===== src/rtl/core_result_collector.sv =====
// core_result_collector: captures 4-word MD5 digests into per-(core, ctx) slots and serializes
// them round-robin over a valid/ready output. Define COLLECTOR_COUNT_EN to build results_total.
module core_result_collector #(
    parameter int N_CORES     = 3,
    parameter int N_CORES_MSB = (N_CORES > 1) ? $clog2(N_CORES) - 1 : 0,
    parameter int WORDS       = 4
) (
    input  logic                  CLK,
    input  logic                  rst,
    input  logic [N_CORES-1:0]    core_out_en,
    input  logic [N_CORES-1:0]    core_out_ctx,
    input  logic [N_CORES-1:0]    core_out_seq,
    input  logic [32*N_CORES-1:0] core_dout,
    output logic [31:0]           dout,
    output logic                  dout_valid,
    input  logic                  rd_en,
    output logic [N_CORES_MSB:0]  dout_core,
    output logic                  dout_ctx,
    output logic                  dout_seq,
    output logic                  dout_last,
    output logic                  err_overflow,
    output logic                  err_protocol,
    output logic [15:0]           results_total
);

    localparam int N_SLOTS = 2 * N_CORES;
    localparam int SW      = $clog2(N_SLOTS);
    localparam int WW      = $clog2(WORDS);
    localparam int CW      = N_CORES_MSB + 1;
    localparam logic [WW-1:0] LAST_W = WW'(WORDS - 1);

    typedef enum logic [0:0] {StIdle, StSend} state_e;

    function automatic logic [SW-1:0] slot_of(input int core, input logic ctx);
        return SW'(2 * core) | SW'(ctx);
    endfunction

    // Slot storage
    logic [31:0]        data_q [N_SLOTS][WORDS];
    logic [N_SLOTS-1:0] seq_q;
    logic [N_SLOTS-1:0] full_q, full_d;
    logic [N_SLOTS-1:0] free_now;

    // Per-core capture state
    logic [WW-1:0]      cap_cnt_q [N_CORES];
    logic [N_CORES-1:0] cap_busy_q;
    logic [N_CORES-1:0] cap_drop_q;
    logic [N_CORES-1:0] cap_ctx_q;

    logic [N_CORES-1:0] start, start_drop, wr_en, done;
    logic [SW-1:0]      wr_slot [N_CORES];
    logic [WW-1:0]      wr_word [N_CORES];

    // Readout state
    state_e             state_q;
    logic [SW-1:0]      sel_q;
    logic [SW-1:0]      ptr_q;
    logic [WW-1:0]      widx_q;

    logic [N_SLOTS-1:0] avail;
    logic               pick_found;
    logic [SW-1:0]      pick_slot;
    logic [SW-1:0]      pick_next;

    // A slot being freed this cycle accepts a new digest instead of overflowing.
    always_comb begin
        free_now = '0;
        if (state_q == StSend && rd_en && widx_q == LAST_W) begin
            free_now[sel_q] = 1'b1;
        end
    end

    always_comb begin
        for (int i = 0; i < N_CORES; i++) begin
            start[i]      = core_out_en[i] && !cap_busy_q[i];
            start_drop[i] = full_q[slot_of(i, core_out_ctx[i])] &&
                            !free_now[slot_of(i, core_out_ctx[i])];
            wr_slot[i]    = cap_busy_q[i] ? slot_of(i, cap_ctx_q[i]) : slot_of(i, core_out_ctx[i]);
            wr_word[i]    = cap_busy_q[i] ? cap_cnt_q[i] : '0;
            wr_en[i]      = start[i] ? !start_drop[i] : (cap_busy_q[i] && !cap_drop_q[i]);
            done[i]       = cap_busy_q[i] && !cap_drop_q[i] && (cap_cnt_q[i] == LAST_W);
        end
    end

    always_ff @(posedge CLK or posedge rst) begin
        if (rst) begin
            for (int i = 0; i < N_CORES; i++) begin
                cap_cnt_q[i] <= '0;
            end
            cap_busy_q   <= '0;
            cap_drop_q   <= '0;
            cap_ctx_q    <= '0;
            err_overflow <= 1'b0;
            err_protocol <= 1'b0;
        end else begin
            for (int i = 0; i < N_CORES; i++) begin
                if (start[i]) begin
                    cap_busy_q[i] <= 1'b1;
                    cap_cnt_q[i]  <= WW'(1);
                    cap_ctx_q[i]  <= core_out_ctx[i];
                    cap_drop_q[i] <= start_drop[i];
                    if (start_drop[i]) begin
                        err_overflow <= 1'b1;
                    end
                end else if (cap_busy_q[i]) begin
                    if (core_out_en[i]) begin
                        err_protocol <= 1'b1;
                    end
                    cap_cnt_q[i] <= cap_cnt_q[i] + WW'(1);
                    if (cap_cnt_q[i] == LAST_W) begin
                        cap_busy_q[i] <= 1'b0;
                    end
                end
            end
        end
    end

    // Payload needs no reset: a slot is only read while marked full.
    always_ff @(posedge CLK) begin
        for (int i = 0; i < N_CORES; i++) begin
            if (wr_en[i]) begin
                data_q[wr_slot[i]][wr_word[i]] <= core_dout[32*i +: 32];
                if (!cap_busy_q[i]) begin
                    seq_q[wr_slot[i]] <= core_out_seq[i];
                end
            end
        end
    end

    always_comb begin
        full_d = full_q & ~free_now;
        for (int i = 0; i < N_CORES; i++) begin
            if (done[i]) begin
                full_d[wr_slot[i]] = 1'b1;
            end
        end
    end

    always_ff @(posedge CLK or posedge rst) begin
        if (rst) begin
            full_q <= '0;
        end else begin
            full_q <= full_d;
        end
    end

    // Round-robin search starting at ptr_q; the slot being served is never re-picked.
    always_comb begin
        int idx;
        idx        = 0;
        avail      = full_q;
        if (state_q == StSend) begin
            avail[sel_q] = 1'b0;
        end
        pick_found = 1'b0;
        pick_slot  = '0;
        for (int k = N_SLOTS - 1; k >= 0; k--) begin
            idx = (int'(ptr_q) + k) % N_SLOTS;
            if (avail[idx]) begin
                pick_found = 1'b1;
                pick_slot  = SW'(idx);
            end
        end
        pick_next = (pick_slot == SW'(N_SLOTS - 1)) ? '0 : pick_slot + SW'(1);
    end

    always_ff @(posedge CLK or posedge rst) begin
        if (rst) begin
            state_q    <= StIdle;
            sel_q      <= '0;
            ptr_q      <= '0;
            widx_q     <= '0;
            dout       <= '0;
            dout_valid <= 1'b0;
            dout_core  <= '0;
            dout_ctx   <= 1'b0;
            dout_seq   <= 1'b0;
            dout_last  <= 1'b0;
        end else begin
            unique case (state_q)
                StIdle: begin
                    if (pick_found) begin
                        state_q    <= StSend;
                        sel_q      <= pick_slot;
                        ptr_q      <= pick_next;
                        widx_q     <= '0;
                        dout       <= data_q[pick_slot][0];
                        dout_valid <= 1'b1;
                        dout_core  <= CW'(pick_slot >> 1);
                        dout_ctx   <= pick_slot[0];
                        dout_seq   <= seq_q[pick_slot];
                        dout_last  <= 1'b0;
                    end
                end
                StSend: begin
                    if (rd_en) begin
                        if (widx_q == LAST_W) begin
                            if (pick_found) begin
                                sel_q      <= pick_slot;
                                ptr_q      <= pick_next;
                                widx_q     <= '0;
                                dout       <= data_q[pick_slot][0];
                                dout_core  <= CW'(pick_slot >> 1);
                                dout_ctx   <= pick_slot[0];
                                dout_seq   <= seq_q[pick_slot];
                                dout_last  <= 1'b0;
                            end else begin
                                state_q    <= StIdle;
                                dout_valid <= 1'b0;
                                dout_last  <= 1'b0;
                            end
                        end else begin
                            widx_q    <= widx_q + WW'(1);
                            dout      <= data_q[sel_q][widx_q + WW'(1)];
                            dout_last <= ((widx_q + WW'(1)) == LAST_W);
                        end
                    end
                end
                default: state_q <= StIdle;
            endcase
        end
    end

`ifdef COLLECTOR_COUNT_EN
    logic [15:0] total_q;

    always_ff @(posedge CLK or posedge rst) begin
        if (rst) begin
            total_q <= '0;
        end else if (|free_now) begin
            total_q <= total_q + 16'd1;
        end
    end

    assign results_total = total_q;
`else
    assign results_total = 16'd0;
`endif

endmodule


===== config.mk =====
export PLATFORM = sky130hd
export DESIGN_NAME = core_result_collector
export DESIGN_NICKNAME = d
export VERILOG_FILES = /design/src/rtl/core_result_collector.sv
export SDC_FILE = /design/constraint.sdc
export NUM_CORES = 1
export LEC_CHECK = 0
export BUFFER_PORTS_ARGS = -buffer_cell sky130_fd_sc_hd__buf_2
export CORE_ASPECT_RATIO = 1.2
export CORE_UTILIZATION = 33
export CTS_BUF_LIST = sky130_fd_sc_hd__clkbuf_4 sky130_fd_sc_hd__clkbuf_8 sky130_fd_sc_hd__clkbuf_16
export CTS_CLUSTER_DIAMETER = 150
export DETAILED_ROUTE_END_ITERATION = 8
export PLACE_DENSITY_LB_ADDON = 0.25
export SLEW_MARGIN = 20
export SYNTH_ARGS = -nofsm -noshare
export SYNTH_HDL_FRONTEND = slang
export SYNTH_SLANG_ARGS = --single-unit

===== constraint.sdc =====
create_clock -name CLK -period 4.1 [get_ports CLK]
set_input_delay 0.41 -clock CLK [delete_from_list [all_inputs] [get_ports CLK]]
set_output_delay 0.41 -clock CLK [all_outputs]
set_load 0.03 [all_outputs]

# --- Yosys cells after proc, flatten, opt, wreduce, memory -nomap -nowiden ---
# Memories as Yosys holds them, arrays and structs flattened.
# Cells that the tools add are included.
totals:
  inputBits: 108
  ff_bits: 76
  n_memories: 1
  mem_bits_rw: 768
  word_cells: 289
mem_list:
  columns: ["name", "words", "word_bits", "read_ports", "rd_ports_with_merged_regs", "write_ports", "line_no", "rtl"]
  rows:
  - ["data_q", 6, 128, 2, 0, 3, "39", "logic [31:0] data_q [N_SLOTS][WORDS];"]
classes:
  eq_ne: 10
  n_bitwise: 12
  muxes: 162
  reduce_logical: 39
  magnitude_cmp: 25
  add_sub_neg: 10
  div_mod_pow: 6
ops:
  columns: ["cell", "n"]
  rows:
  - ["128-bit 2-to-1 mux", 3]
  - ["32-bit 2-to-1 mux", 8]
  - ["32-bit demux with 2-bit select", 3]
  - ["32-bit by 5-bit less-than comparator with 1-bit output (second input constant)", 6]
  - ["32-bit by 4-bit modulo with 32-bit output (second input constant)", 5]
  - ["1-bit 2-to-1 mux", 84]
  - ["6-bit 2-to-1 mux", 11]
  - ["32-bit binary-select mux with 2-bit select", 1]
  - ["32-bit case mux with 2 select lines", 1]
  - ["3-bit 2-to-1 mux", 13]
  - ["4-bit by 4-bit modulo with 32-bit output (second input constant)", 1]
  - ["2-bit 2-to-1 mux", 15]
  - ["1-bit binary-select mux with 3-bit select", 7]
  - ["1-bit logical AND", 21]
  - ["6-bit bitwise mux", 3]
  - ["6-bit OR", 3]
  - ["3-bit by 4-bit less-than comparator with 1-bit output (second input constant)", 4]
  - ["6-bit AND", 2]
  - ["1-bit demux with 3-bit select", 4]
  - ["3-bit >= comparator (second input constant)", 4]
  - ["1-bit logical NOT", 12]
  - ["2-bit NOT with 3-bit output", 4]
  - ["6-bit NOT", 2]
  - ["3-bit case mux with 2 select lines", 2]
  - ["other kinds (21)", 45]

# --- Logic depth before layout (Yosys ltp) ---
depth:
  ltp_word: 22
  ltp_mapped: 18
  mapped_depth_nobuf: 15

# --- Worst setup path before layout ---
# OpenSTA, ideal clock, no wires.
synth_path:
  kind: "reg-to-reg"
  from: "register sel_q[0]"
  to: "memory data_q[3][100] (netlist name), enable pin"
  path_buffers: 5
  period_less_slack_ns: 4.346
  stages_incl_launch_ff: 11
  setup_time_ns: 0.432
  slack_ns: -0.246
  arrival_ns: 3.914
  path_cell_list: "dfrtp_1 buf_2 buf_2 buf_2 buf_2 clkbuf_1 o31ai_1 mux2_2 nor2_1 a211o_1 a21oi_1"
synth_rtl:
  columns: ["item", "line_no", "rtl"]
  rows:
  - ["start: declaration", "56", "logic [SW-1:0] sel_q;"]
  - ["start signal: assignment", "184", "sel_q <= pick_slot;"]
  - ["start signal: assignment", "199", "sel_q <= pick_slot;"]
  - ["end: declaration", "39", null]

# --- Worst setup path in the final report ---
layout_path:
  from: "register ptr_q[1]"
  to: "register dout[28]"
layout_via:
  elab_chain_len: 16
  word_cells_on_any_way: 46
layout_lines:
  columns: ["item", "line_no", "rtl"]
  rows:
  - ["start: declaration", "57", "logic [SW-1:0] ptr_q;"]
  - ["start signal: assignment", "185", "ptr_q <= pick_next;"]
  - ["start signal: assignment", "200", "ptr_q <= pick_next;"]
  - ["3-bit by 3-bit adder with 4-bit output", "158", "idx = (int'(ptr_q) + k) % N_SLOTS;"]
  - ["32-bit by 4-bit modulo with 32-bit output", "158", null]
  - ["1-bit binary-select mux with 3-bit select", "159", "if (avail[idx]) begin"]
  - ["1-bit 2-to-1 mux (not written as such) (2 in a row)", "159", null]
  - ["3-bit 2-to-1 mux (6 in a row)", "159", null]
  - ["memory read 6 x 128 bit", null, null]
  - ["32-bit 2-to-1 mux (*)", "182, 198", null]
  - ["32-bit 2-to-1 mux", "197", "if (widx_q == LAST_W) begin"]
  - ["32-bit 2-to-1 mux", "196", "if (rd_en) begin"]
  - ["32-bit case mux with 2 select lines (*)", "180", "unique case (state_q)"]
  - ["end signal: assignment", "187", "dout <= data_q[pick_slot][0];"]
  - ["end signal: assignment", "202", "dout <= data_q[pick_slot][0];"]
  - ["end signal: assignment", "214", "dout <= data_q[sel_q][widx_q + WW'(1)];"]
  - ["end: declaration", "14", "output logic [31:0] dout,"]
# Every way passes the cells marked *; elsewhere a longest branch is shown, timed or not. The select of a mux whose other input is x is not followed.
# A chain may end at the register's enable or synchronous reset.

==> flow_summary.toml <==
[critical_path]
setup.worst_path.end_class = "flop"
critical_path.top_delay_family = "compound AO/OA/AOI/OAI gates"
cp_cell_sequence = "inv_1, ha_1, a21oi_2, inv_1, ha_1, nor2b_2, and2_1, a211oi_2, a21oi_2, mux2i_4, o311ai_4, a211oi_4, buf_12, buf_4, nor2_4, buf_12, mux2i_4, o221ai_1"
start_kind = "flop"
r2r_cells = 18
crit_arrival_ns = 4.42
regToRegSetupSlack_ns = 0.15
cp.buffers_inverters = 5
cp-startpoint = "ptr_q[1]"
slowest_stage = "o311ai_4"
critical_path.max_stage_delay_ns = 0.43
crit_fanout = 8
worstSetupPathType = "reg2reg"
r2r_start = "ptr_q[1]"
rr_endpoint = "dout[28]"
required_ns = 4.58

[route]
drc = 0
via_per_inst = 5.73
ant_nets = 0
num_vias = 23400
avgRoutedWirePerCell_um = 29.3
drt_iter0_markers = 2329
first_pass_iters = 5
wl_um = 119000

[power]
ir_drop_mv = 0.803
switching_power_mw = 16.5
power.density_nw_per_um2 = 938
leakagePower_nw = 14.5
combPwrFrac_pct = 49.8
seq_power_share_pct = 30.2
p_total_mw = 39.5
swShare_pct = 41.7
p_clk_share_pct = 20.1
internal_power_mw = 23.0

[synthesis]
synthArstFlopShare_pct = 7.97
ys_ff_latch = 841
synthCells = 2403
synth_ff_type = "edfxtp_1"
synth_edf_count = 774
synth-warning-count = 0
yosysSeqAreaShare_pct = 69.4
netlist_area_um2 = 35900
ys_types = 93
avgSynthCellArea_um2 = 14.9

[die]
start_util_pct = 33.3
io-pin-count = 164
die_area_um2 = 110000
dieHeight_um = 363
dieWidth_um = 303
core_um2 = 108000
rows = 132

[clock_network]
cts.sinks = 841
clk_pin_slew_worst_paths_ns = 0.07
cts_buffer_depth = 3
cts_tree = "built"
ctsHtreeMaxLevel = 3
cts-buffers-inserted = 84
cts-root-buf = "clkbuf_16"
insertion_delay_ns = 0.66

[global_routing]
grt_pass1_vias = 23300
grt_overflow = 0
grt_util_all_layers_pct = 21.3
antenna_found_initial = 22
grt_max_degree = 90
grt_pass1_wl_um = 168000

[timing]
min_period_over_period_pct = 96.2
fmax_mhz = 253
finalSetupViolCount = 0
finalWorstSetupSlack_ns = 0.154
fin_hold_ws_ns = 0.0357
max_slew.worst_pin.slew_ns = 1.08
period_minus_slack_ns = 3.95
finClkSkew_ns = 0.0378
tns_ns = 0
drv_slew = 0
relSlewSlack_pct = 27.8
finalHoldViolCount = 0

[final_layout]
drive_above_1_share_pct = 23.3
final_cell_area_um2 = 42100
layout_commonest_cell = "edfxtp_1"
final_cell_mix = "774 x edfxtp_1, 150 x mux2i_1, 147 x buf_2, 135 x a21oi_1"
utilization_pct = 39.1
layout.nets = 2717
area_growth_pct = 17.3
stdcell_count = 4078

[worst_hold_path]
holdCritStartpoint = "core_dout[41]"
hold_depth = 1
min_to = "data_q[2][9]"
min_path_type = "in2reg"

[run_status]
status = "complete, no violations"

[placed_design]
placement.io_buffers = 147
pre_cts_slack_ns = 0.0484
gp_congestion = 0.871
dpl.hpwl_um = 71600
placed_area_um2 = 39000
dp_cells = 3900

[flow_run]
maxCapViolations = 0
-- worst max path at each step --
stage / endpoint / slack (ns) / depth (start not counted)
floorplan: data_q[0][100] / 0.04 / 9
finish: dout[28] / 0.15 / 18
global route: dout[28] / -0.02 / 17
detailed placement: dout[10] / 0.05 / 15
CTS: dout[10] / 0.009 / 15
global placement: dout[10] / 0.14 / 16
-- cell families (layout without fill, tap and decap cells) --
family,Yosys count,in the layout,synth area share (%)
adder cells (fa/ha/maj),16,16,0.550
other,1,26,0.0104
multiplexers,278,278,8.91
AO/OA/AOI/OAI,653,653,12.9
XOR/XNOR,4,4,0.139
flip-flops,841,841,69.4
AND/OR/NAND/NOR,393,393,5.44
buffers and inverters,217,460,2.71
-- flip-flops by register name (all words and copies together) (netlist names) --
register / cells
dout_last: 1
sel_q: 2
data_q: 768
state_q: 1
err_protocol: 1
ptr_q: 3
dout_seq: 1
err_overflow: 1
dout: 32
widx_q: 2
dout_core: 1
full_q: 6
seq_q: 6
dout_valid: 1
cap_ctx_q: 3
cap_busy_q: 3
cap_cnt_q: 6
cap_drop_q: 3
-- area by class of cell --
cell class	count	area, um^2
flip-flops and latches	841	24900
repair buffers	277	2090
well taps	1407	1760
diodes	10	25.0
fillers	9944	65700
clock inverters	49	508
inverters	30	114
clock buffers	104	2320
multi-input cells	1360	10400
-- routing by layer --
metal / global-route usage [%] / vias to the layer above / wire, um / share of wire (%)
met5: 0 / - / 109 / 0.091
met4: 8.49 / 18 / 4720 / 4.0
met3: 3.81 / 268 / 9110 / 7.6
met2: 35.2 / 1123 / 57400 / 48
met1: 27.5 / 12000 / 48100 / 40
li1: - / 9981 / - / -
-- power by group through the flow --
stage | logic (mW) | registers [mW] | clock network, mW
finish | 19.7 | 11.9 | 7.92
CTS | 18.6 | 11.9 | 8.04
global route | 20.8 | 12.0 | 8.36
detailed placement | 18.5 | 12.1 | 0
global placement | 18.2 | 12.0 | 0
floorplan | 11.5 | 12.0 | 0
-- Yosys cell counts (9+ instances only) --
cell type,number,share of area [%]
ha_1,15,0.52
buf_4,21,0.44
mux2_2,104,3.3
nor2_1,74,0.77
dfrtp_1,67,4.7
clkbuf_1,91,0.95
nand2b_1,15,0.26
a31oi_1,14,0.24
a221oi_1,119,2.9
o221ai_1,15,0.37
a221o_1,11,0.31
edfxtp_1,774,65
o21ai_0,114,1.6
a31o_1,14,0.34
o21ai_1,16,0.22
o211ai_1,11,0.23
mux2i_1,151,4.2
a21o_1,25,0.52
mux4_2,22,1.4
and2_1,9,0.16
a21oi_1,137,1.9
a211oi_1,39,0.82
inv_1,28,0.29
o31ai_1,24,0.50
nor2b_1,11,0.19
nand2_1,119,1.2
and3_1,38,0.66
nand3_1,69,0.96
buf_2,48,0.67
nor3_1,20,0.28
a22oi_1,40,0.84
buf_1,22,0.23
-- what timing repair did --
action / 4_1_cts / 5_1_grt
setup buffers: 0 / 9
hold buffers: 4 / 0
resized for setup: 0 / 11
endpoints found under the setup margin: 0 / 33
endpoints found under the hold margin: 39 / 0
(Power assumes the default switching activity.)
